[src/rtl/mem_stage_pkg.sv]
// Shared types and constants for the MEM pipeline stage: access FSM states,
// the EX/MEM register layout, MIPS opcodes used downstream and the link register.
package mem_stage_pkg;

    typedef enum logic [1:0] {
        IDLE,
        REQ,
        RESP,
        DONE
    } mem_state_e;

    typedef struct packed {
        logic        reg_write;
        logic        mem_to_reg;
        logic        mem_write;
        logic        branch;
        logic        jump;
        logic [5:0]  alu_op;
        logic [31:0] write_data;
        logic [31:0] pc_plus4;
        logic [31:0] pc_branch;
        logic [4:0]  wb_addr;
        logic [31:0] alu_out;
    } ex_mem_t;

    localparam logic [5:0] OP_LW  = 6'b100011;
    localparam logic [5:0] OP_SW  = 6'b101011;
    localparam logic [5:0] OP_BEQ = 6'b000100;
    localparam logic [5:0] OP_BNE = 6'b000101;
    localparam logic [5:0] OP_J   = 6'b000010;
    localparam logic [5:0] OP_JAL = 6'b000011;

    localparam logic [4:0] RA_ADDR = 5'd31;

endpackage

[src/rtl/mem_access_fsm.sv]
// Data-RAM access sequencer for the MEM stage: request/grant/response handshake,
// load-data capture and the stall/done decode seen by the pipeline.
module mem_access_fsm
    import mem_stage_pkg::*;
#(
    parameter int DATA_W = 32
) (
    input  logic              clk,
    input  logic              rst_n,
    input  logic              valid,
    input  logic              access,
    input  logic              mem_write,
    input  logic              mem_to_reg,
    input  logic              next_access,
    input  logic              next_misaligned,
    input  logic              mem_gnt,
    input  logic              mem_rvalid,
    input  logic [DATA_W-1:0] mem_rdata,
    output logic              mem_req,
    output logic              mem_we,
    output logic              stall,
    output logic              done,
    output logic [DATA_W-1:0] read_data
);

    mem_state_e state;
    mem_state_e state_next;

    // RAM-facing outputs decode state only, so mem_req drops with the async reset.
    assign mem_req = (state == REQ);
    assign mem_we  = mem_req & mem_write;
    assign done    = (state == DONE);
    assign stall   = valid & access & ~done;

    always_ff @(posedge clk or negedge rst_n) begin
        if (!rst_n) begin
            // NOTE: state is sequential, so it takes non-blocking assignments only.
            state <= IDLE;
        end else begin
            state <= state_next;
        end
    end

    always_comb begin
        // NOTE: the hold value is assigned first so no path leaves state_next unassigned (no latch).
        state_next = state;
        unique case (state)
            IDLE, DONE: begin
                if (!stall) begin
                    if (next_access) begin
                        state_next = next_misaligned ? DONE : REQ;
                    end else begin
                        state_next = IDLE;
                    end
                end
            end
            REQ:  if (mem_gnt)    state_next = RESP;
            RESP: if (mem_rvalid) state_next = DONE;
        endcase
    end

    always_ff @(posedge clk or negedge rst_n) begin
        if (!rst_n) begin
            read_data <= '0;
        end else if ((state == RESP) && mem_rvalid && mem_to_reg) begin
            read_data <= mem_rdata;
        end
    end

endmodule

[src/rtl/mem_stage.sv]
// MEM pipeline stage: EX/MEM register, branch/jump resolution and data-RAM access.
// Define MEM_STAGE_ALIGN_CHECK_EN to trap misaligned accesses via align_err.
module mem_stage
    import mem_stage_pkg::*;
#(
    parameter int ADDR_W = 32,
    parameter int DATA_W = 32
) (
    input  logic              CLK,
    input  logic              RST_N,
    input  logic              RegWriteE,
    input  logic              MemtoRegE,
    input  logic              MemWriteE,
    input  logic              BranchE,
    input  logic              JumpE,
    input  logic [5:0]        ALUopE,
    input  logic [31:0]       WriteData_in,
    input  logic [31:0]       PCPlus4_in,
    input  logic [31:0]       PCBranch_in,
    input  logic [4:0]        wb_addr_in,
    input  logic [31:0]       ALUOut_in,
    output logic              flush,
    output logic [31:0]       pc_target,
    output logic              stall,
    output logic              mem_req,
    output logic              mem_we,
    output logic [ADDR_W-1:0] mem_addr,
    output logic [DATA_W-1:0] mem_wdata,
    input  logic              mem_gnt,
    input  logic              mem_rvalid,
    input  logic [DATA_W-1:0] mem_rdata,
    output logic              wb_valid,
    output logic              RegWriteM,
    output logic              MemtoRegM,
    output logic [5:0]        ALUopM,
    output logic [31:0]       ALUOutM,
    output logic [31:0]       ReadDataM,
    output logic [31:0]       PCPlus4M,
    output logic [4:0]        wb_addr_M,
    output logic              align_err
);

    ex_mem_t           ex_mem;
    ex_mem_t           incoming;
    logic              valid;
    logic              access;
    logic              done;
    logic              next_access;
    logic              next_misaligned;
    logic [DATA_W-1:0] read_data;

    // A wrong-path instruction arriving while we redirect becomes a bubble.
    always_comb begin
        incoming = '{
            reg_write:  RegWriteE & ~flush,
            mem_to_reg: MemtoRegE & ~flush,
            mem_write:  MemWriteE & ~flush,
            branch:     BranchE   & ~flush,
            jump:       JumpE     & ~flush,
            alu_op:     ALUopE,
            write_data: WriteData_in,
            pc_plus4:   PCPlus4_in,
            pc_branch:  PCBranch_in,
            wb_addr:    wb_addr_in,
            alu_out:    ALUOut_in
        };
    end

    always_ff @(posedge CLK or negedge RST_N) begin
        if (!RST_N) begin
            ex_mem <= '0;
            valid  <= 1'b0;
        end else if (!stall) begin
            ex_mem <= incoming;
            valid  <= ~flush;
        end
    end

    assign access      = ex_mem.mem_to_reg | ex_mem.mem_write;
    assign next_access = incoming.mem_to_reg | incoming.mem_write;

`ifdef MEM_STAGE_ALIGN_CHECK_EN
    assign next_misaligned = (ALUOut_in[1:0] != 2'b00);
    assign align_err       = valid & access & done & (ex_mem.alu_out[1:0] != 2'b00);
`else
    assign next_misaligned = 1'b0;
    assign align_err       = 1'b0;
`endif

    mem_access_fsm #(
        .DATA_W(DATA_W)
    ) u_fsm (
        .clk             (CLK),
        .rst_n           (RST_N),
        .valid           (valid),
        .access          (access),
        .mem_write       (ex_mem.mem_write),
        .mem_to_reg      (ex_mem.mem_to_reg),
        .next_access     (next_access),
        .next_misaligned (next_misaligned),
        .mem_gnt         (mem_gnt),
        .mem_rvalid      (mem_rvalid),
        .mem_rdata       (mem_rdata),
        .mem_req         (mem_req),
        .mem_we          (mem_we),
        .stall           (stall),
        .done            (done),
        .read_data       (read_data)
    );

    // Branches and jumps are never accesses, so flush cannot coincide with stall.
    assign flush     = valid & ((ex_mem.branch & (ex_mem.alu_out == 32'd1)) | ex_mem.jump);
    assign pc_target = ex_mem.jump ? ex_mem.alu_out : ex_mem.pc_branch;

    assign mem_addr  = ADDR_W'(ex_mem.alu_out & ~32'h3);
    assign mem_wdata = DATA_W'(ex_mem.write_data);

    assign wb_valid  = valid & (~access | done);
    assign RegWriteM = ex_mem.reg_write & wb_valid & ~align_err;
    assign MemtoRegM = ex_mem.mem_to_reg;
    assign ALUopM    = ex_mem.alu_op;
    assign ALUOutM   = ex_mem.alu_out;
    assign ReadDataM = 32'(read_data);
    assign PCPlus4M  = ex_mem.pc_plus4;
    assign wb_addr_M = ex_mem.wb_addr;

endmodule

[config.mk]
export PLATFORM = sky130hd
export DESIGN_NAME = mem_stage
export DESIGN_NICKNAME = d
export VERILOG_FILES = /design/src/rtl/mem_stage_pkg.sv /design/src/rtl/mem_access_fsm.sv /design/src/rtl/mem_stage.sv
export SDC_FILE = /design/constraint.sdc
export NUM_CORES = 1
export LEC_CHECK = 0
export ABC_AREA = 1
export CORE_AREA = 4 4 149 151
export CTS_BUF_LIST = sky130_fd_sc_hd__clkbuf_2
export CTS_CLUSTER_DIAMETER = 50
export DETAILED_ROUTE_END_ITERATION = 7
export DIE_AREA = 0 0 153 155
export PLACE_DENSITY = 0.8
export SYNTH_ARGS = -nofsm -noshare
export SYNTH_HDL_FRONTEND = slang
export SYNTH_HIERARCHICAL = 1
export SYNTH_SLANG_ARGS = --single-unit
[constraint.sdc]
create_clock -name CLK -period 2.88 [get_ports CLK]
set_input_delay 0.576 -clock CLK [delete_from_list [all_inputs] [get_ports CLK]]
set_output_delay 0.576 -clock CLK [all_outputs]
set_load 0.02 [all_outputs]
==> results of run 1 <==
-- state kept, by name, indices dropped and copies added (netlist names) --
signal / cells
ex_mem: 36
valid: 1
wb_addr_M: 5
u_fsm/state: 2
ALUOutM: 32
MemtoRegM: 1
mem_wdata: 32
ALUopM: 6
PCPlus4M: 32
u_fsm/read_data: 32
-- worst max-delay path, delay by kind of cell (launching register included) --
kind / cells / cell delay (ns)
flops: 1 / 0.51
simple gates: 2 / 0.12
buf+inv: 2 / 0.79
-- final cells by class --
cell class	count	share of cell area (%)
Tap cell	275	2.84
Antenna cell	1	0.0207
Multi-Input combinational cell	629	22.0
Timing Repair inverter	1	0.0517
Sequential cell	179	37.1
Inverter	58	1.86
Timing Repair Buffer	416	34.2
Clock buffer	17	0.703
Clock inverter	15	1.36
-- Yosys cell counts --
master    instances
ha_1              3
nand3_1          12
nand2_2           2
o21ai_2          32
nor3b_1           1
o21ai_0          25
inv_2             2
clkbuf_1          9
nor2_1           18
o21a_1            1
clkbuf_2          1
buf_6             6
buf_4           144
nand4_1           1
o21bai_2          1
nand3_4           1
a21oi_1           1
nand2_1         526
buf_2            25
o21ai_1           1
inv_1            56
dfrtp_1         179
conb_1            1
-- timing repair --
action	in CTS	in global routing
endpoints found under the setup margin	37	9
setup buffers	1	11
hold endpoints to repair	60	0
gates cloned	1	0
hold buffers	1	0
gates resized for setup	42	27
pin swaps	0	9
-- power groups by stage --
stage / Clock, mW / Sequential (mW) / Combinational [mW]
floorplan: 0 / 4.70 / 6.06
global placement: 0 / 4.57 / 9.17
detailed placement: 0 / 4.65 / 9.26
CTS: 1.41 / 4.61 / 9.11
global route: 1.51 / 4.77 / 9.88
finish: 1.35 / 4.61 / 9.15
-- routing by layer --
layer | vias up | global-route usage (%) | wire, um
met5 | - | 0 | 0
met4 | 0 | 7.17 | 718
met3 | 44 | 7.01 | 2050
met2 | 319 | 37.1 | 12800
met1 | 3421 | 25.1 | 10100
li1 | 3516 | - | -
-- worst paths after layout --
kind,to,slack [ns],startpoint,depth (start not counted)
worst max-delay path,pc_target[30],0.18,ex_mem[139]$_DFFE_PN0N_,4
worst min-delay path,PCPlus4M[12]$_DFFE_PN0N_,0.31,PCPlus4_in[12],3
worst max register to register,ALUOutM[26]$_DFFE_PN0N_,0.95,MemtoRegM$_DFFE_PN0N_,8
worst min register to register,ex_mem[52]$_DFFE_PN0N_,0.51,ex_mem[52]$_DFFE_PN0N_,2
max in group asynchronous,ex_mem[42]$_DFFE_PN0N_,1.79,RST_N,3
min in group asynchronous,mem_wdata[27]$_DFFE_PN0N_,0.36,RST_N,2
-- per-stage QoR --
| stage | std cells | hold WS (ns) | TNS (ns) | total power [mW] |
|---|---|---|---|---|
| CTS | 1579 | 0.195 | -0.134 | 15.1 |
| global route | 1591 | 0.177 | -0.0804 | 16.2 |
| finish | 1591 | 0.310 | 0 | 15.1 |
| detailed placement | 1544 | 0.464 | 0 | 13.9 |
| floorplan | 1051 | 0.280 | 0 | 10.8 |
| global placement | 1544 | 0.449 | 0 | 13.7 |
-- logic make-up after synthesis --
family                   after synthesis  synth area share [%]
AND/OR/NAND/NOR                      561                  24.9
buffers and inverters                243                  17.7
flip-flops                           179                  51.9
AO/OA/AOI/OAI                         61                  5.03
adder cells (fa/ha/maj)                3                 0.435
other                                  1                0.0434
==> impl_results.md, run 1 <==
- Status: completed
- Max_cap viols: 0
- Sequential power share: 30.5%
- Largest net degree at the start of global routing: 73
- CP Cell Sequence: buf_12, nand2_1, nand2_1, clkdlybuf4s50_1
- Drt initial violations: 376
- Worst Path Arrival: 2.13 ns
- Die Y: 155 um
- # DRC: 0
- Slowest cell on the critical path: clkdlybuf4s50_1
- Cell taking the most area after synthesis: dfrtp_1
- Nets@finish: 1485
- Post-synthesis cell count: 1048
- Initial antenna violation count: 1
- FF+latch area: 4480 um^2
- Cell Area, Synth: 8630 um^2
- Port Buffer Count: 387
- Clock power share: 8.9%
- Setup Skew: 0.0595 ns
- Fmax: 370 MHz
- Initial core utilization: 41.4%
- Fillers: 1858
- H-tree depth: 4
- WP data required: 2.30 ns
- Worst slew margin: 47.6%
- CTS sink count: 179
- Clock Path Buffers: 2
- Total Wirelength: 25700 um
- VDD IR-drop max: 0.678 mV
- CTS tree: yes
- Synth warn: 6
- Die width: 153 um
- Vias/cell: 4.59
- Avg Cell Area, Syn: 8.24 um^2
- Int Power: 7.89 mW
- CTS Buf Count: 17
- Pre-CTS WS: 0.422 ns
- Leak pwr: 6.11 nW
- Final hold viol count: 0
- Via count: 7300
- Vias in the first global route: 7540
- Placer Congestion: 0.906
- Commonest non-fill, non-tap cells in the layout: nand2_1, clkdlybuf4s50_1, dfrtp_1, inv_1, o21ai_2
- PD cells: 1250 nW/um^2
- Ranking of synthesized cells by area: dfrtp_1, nand2_1, buf_4
- Die area: 23700 um^2
- Unrepaired setup endpoints after global routing: true
- Commonest non-fill, non-tap cell in the layout: nand2_1
- Clk_lat worst skew: 0.74 ns
- Core area: 20800 um^2
- Sequential share of the synthesized area: 51.9%
- Drt first pass iters: 7
- Worst setup SP type: flop
- Area post-placement: 11700 um^2
- Minimum clock period: 2.70 ns
- Net Sw Frac: 47.8%
- First-pass GRT wire length: 40300 um
- Ports: 391
- Yosys cell types: 23
- Tot GR Track Use: 21.4%
- Synth-to-Final Area Change: 40.1%
- Crit share post-route: 93.9%
- Synth Register Bits: 179
- # setup viols final: 0
- Path type of the worst min-delay path: input pin to flop
- Final WS setup: 0.176 ns
- Critical Path Most Common Cell: nand2_1
- Pins Over Slew Limit: 0
- Reg clk slew, reported paths: 0.30 ns
- Share of cells above drive strength 1: 8.59%
- Top cell type's share of synthesized area: 51.9%
- GRT overflow: 0
- Area occupied by multi-input gates: 2660 um^2
- P_sw: 7.21 mW
- Crit-path max FO: 24
- WS Path Type: flop to primary output
- Combinational fraction of design power: 60.6%
- Antenna Violating Nets Remaining: 0
- Max incr delay on CP: 0.59 ns
- Crit end category: primary output
- Util after Layout: 58.1%
- DR WL/cell: 16.2 um
- Row Count: 53
- Design area: 12100 um^2
- Detailed placer's ending HPWL: 19100 um
- Worst-margin pin slew: 0.786 ns
- Root buf cell: clkbuf_2
No activity file was read; power rests on OpenSTA's default activity.
==> inputs of run 2 (changes only) <==
==> constraint.sdc (replaced) <==
create_clock -name CLK -period 2.88 [get_ports CLK]
set_input_delay 0.576 -clock CLK [delete_from_list [all_inputs] [get_ports CLK]]
set_output_delay 0.576 -clock CLK [all_outputs]
set_load 0.005 [all_outputs]
==> run 2 against run 1 <==
Net effect:
- utilization rose by 0.72 points
- clock skew down 0.012 ns
- power shrank 9.4%
- combinational power fell by 15%
- register-to-register slack gained 0.04 ns
- sequential cell count unchanged
- wire length grew 0.23%
- critical path type unchanged
- largest power group unchanged
==> impl_results.md, run 2 (same netlist as run 1, synthesis figures left out) <==
- Status: completed
- Area post-placement: 11700 um^2 (+0.15%)
- Clock Path Buffers: 2 (unchanged)
- Leak pwr: 6.11 nW (about the same)
- Die width: 153 um (unchanged)
- Minimum clock period: 2.77 ns (+0.0666 ns)
- Root buf cell: clkbuf_2
- Drt first pass iters: 7 (unchanged)
- Reg clk slew, reported paths: 0.30 ns (about the same)
- Tot GR Track Use: 21.3% (-0.092 points)
- Worst-margin pin slew: 0.665 ns (-0.121 ns)
- WP data required: 2.30 ns (about the same)
- Commonest non-fill, non-tap cells in the layout: nand2_1, clkdlybuf4s50_1, dfrtp_1, inv_1, o21ai_2
- Delay-heaviest family, CP: buffers and inverters
- PD cells: 1120 nW/um^2 (-11%)
- Port Buffer Count: 387 (unchanged)
- Worst setup SP type: flop
- Placer Congestion: 0.944 (+4.1%)
- Ports: 391 (unchanged)
- CTS sink count: 179 (unchanged)
- Die area: 23700 um^2 (unchanged)
- Commonest non-fill, non-tap cell in the layout: nand2_1
- Hold Path Cell Cnt: 3 (unchanged)
- CTS Buf Count: 17 (unchanged)
- VDD IR-drop max: 0.841 mV (+24%)
- Vias/cell: 4.62 (+0.79%)
- Path type of the worst min-delay path: input pin to flop
- Design area: 12200 um^2 (+1.2%)
- Crit end category: primary output
- Max FFs per register: 36 (unchanged)
- WS Path Type: flop to primary output
- Largest net degree at the start of global routing: 133 (+82%)
- Max_cap viols: 0 (unchanged)
- Reg2reg path depth: 12 (+4)
- Max incr delay on CP: 0.55 ns (-0.04 ns)
- Setup Skew: 0.0472 ns (-0.0123 ns)
- # setup viols final: 0 (unchanged)
- Share of cells above drive strength 1: 9.06% (+0.46 points)
- Total Wirelength: 25800 um (+0.23%)
- Initial antenna violation count: 1 (unchanged)
- Row Count: 53 (unchanged)
- Crit. path cell count: 5 (+1)
- Unrepaired setup endpoints after global routing: true
- Total power: 13.7 mW (-9.4%)
- Die Y: 155 um (unchanged)
- Crit share post-route: 96.2% (+2.3 points)
- Final hold viol count: 0 (unchanged)
- Synth-to-Final Area Change: 41.9%
- Worst slew margin: 55.7% (+8.1 points)
- Initial core utilization: 41.4% (unchanged)
- First-pass GRT wire length: 40200 um (-0.29%)
- Buffers & Inverters on Critical Path: 3 (+1)
- Vias in the first global route: 7422 (-1.6%)
- # DRC: 0 (unchanged)
- Fmax: 361 MHz (-2.4%)
- Nets@finish: 1495 (+0.67%)
- Slowest cell on the critical path: dfrtp_2
- Core area: 20800 um^2 (unchanged)
- Register bank with the most flops: ex_mem
- GRT overflow: 0 (unchanged)
- Pins Over Slew Limit: 0 (unchanged)
- Critical Path Most Common Cell: nand2_1
- Drt initial violations: 397 (+5.6%)
- Clk_lat worst skew: 0.75 ns (about the same)
- Fin Hold WS: 0.311 ns (+0.000845 ns)
- Detailed placer's ending HPWL: 19000 um (-0.96%)
- H-tree depth: 4 (unchanged)
- Util after Layout: 58.8% (+0.72 points)
- Crit-path max FO: 12 (-50%)
- Worst Path Arrival: 2.19 ns (+0.06 ns)
- CTS tree: yes
- CP Cell Sequence: inv_6, buf_6, nand2_1, nand2_1, clkdlybuf4s50_1
- Via count: 7404 (+1.4%)
- Antenna Violating Nets Remaining: 0 (unchanged)
- DR WL/cell: 16.1 um (-0.40%)
-- run 2: changes by cell type in the layout (fill, tap and decap cells not counted), moves of 2 or more --
cell / before / now
buf_4: 22 / 28
buf_6: 2 / 4
clkbuf_2: 20 / 17
clkdlybuf4s50_1: 349 / 378
dlygate4sd2_1: 28 / 4
nor2_1: 13 / 15
nor2_2: 4 / 2
o21ai_0: 25 / 21
o21ai_1: 1 / 5
-- run 2: timing repair --
action | in CTS | in global routing
hold endpoints to repair | 61 | 0
endpoints found under the setup margin | 34 | 30
cloned | 2 | 0
pin swaps | 4 | 5
buffers inserted | 14 | 8
hold buffers | 1 | 0
resized for setup | 22 | 11
-- run 2: stage by stage --
| step | std cells | setup WS (ns) | setup TNS (ns) |
|---|---|---|---|
| final | 1601 | 0.110 | 0 |
| after global routing | 1601 | -0.0732 | -1.01 |
| after CTS | 1592 | -0.0662 | -0.0662 |
| after detailed placement | 1543 | 0.504 | 0 |
| after global placement | 1543 | 0.486 | 0 |
| after floorplan | 1051 | 1.31 | 0 |
-- run 2: layout make-up --
class,instances,area [um^2]
Antenna cell,1,2.50
Multi-Input combinational cell,629,2650
Clock inverter,15,160
Timing Repair Buffer,426,4290
Clock buffer,17,85.1
Tap cell,275,344
Inverter,58,225
Timing Repair inverter,1,3.75
Sequential cell,179,4480
Fill cell,1841,8580
-- run 2: final timing paths --
check | startpoint | slack [ns] | end
worst min-delay path | PCBranch_in[31] | 0.31 | ex_mem[68]$_DFFE_PN0N_
worst max-delay path | ex_mem[139]$_DFFE_PN0N_ | 0.11 | pc_target[31]
worst max register to register | ALUOutM[4]$_DFFE_PN0N_ | 0.99 | u_fsm/state[0]$_DFFE_PN0P_
worst min register to register | ex_mem[143]$_DFFE_PN0N_ | 0.51 | ex_mem[143]$_DFFE_PN0N_
max in group asynchronous | RST_N | 1.80 | PCPlus4M[1]$_DFFE_PN0N_
min in group asynchronous | RST_N | 0.35 | wb_addr_M[0]$_DFFE_PN0N_
-- run 2: where the power goes --
part	internal, mW	total, mW	switching [mW]
registers	3.76	4.55	0.794
logic	4.11	7.77	3.67
clock network	0.358	1.35	0.997
-- run 2: worst reg2reg max path: cells and delay by family (launching register included) --
family | cells | cell delay (ns)
and+or+nand+nor | 8 | 0.76
DFF | 1 | 0.49
AOI/OAI and AO/OA | 3 | 0.38
buffers and inverters | 1 | 0.17
-- run 2: routing by layer --
metal / routed length [um] / vias up / global-route usage, %
met3: 2060 / 62 / 6.34
met2: 12900 / 345 / 36.8
met1: 10000 / 3458 / 25.0
li1: - / 3539 / -
met5: 0 / - / 0
met4: 849 / 0 / 8.23
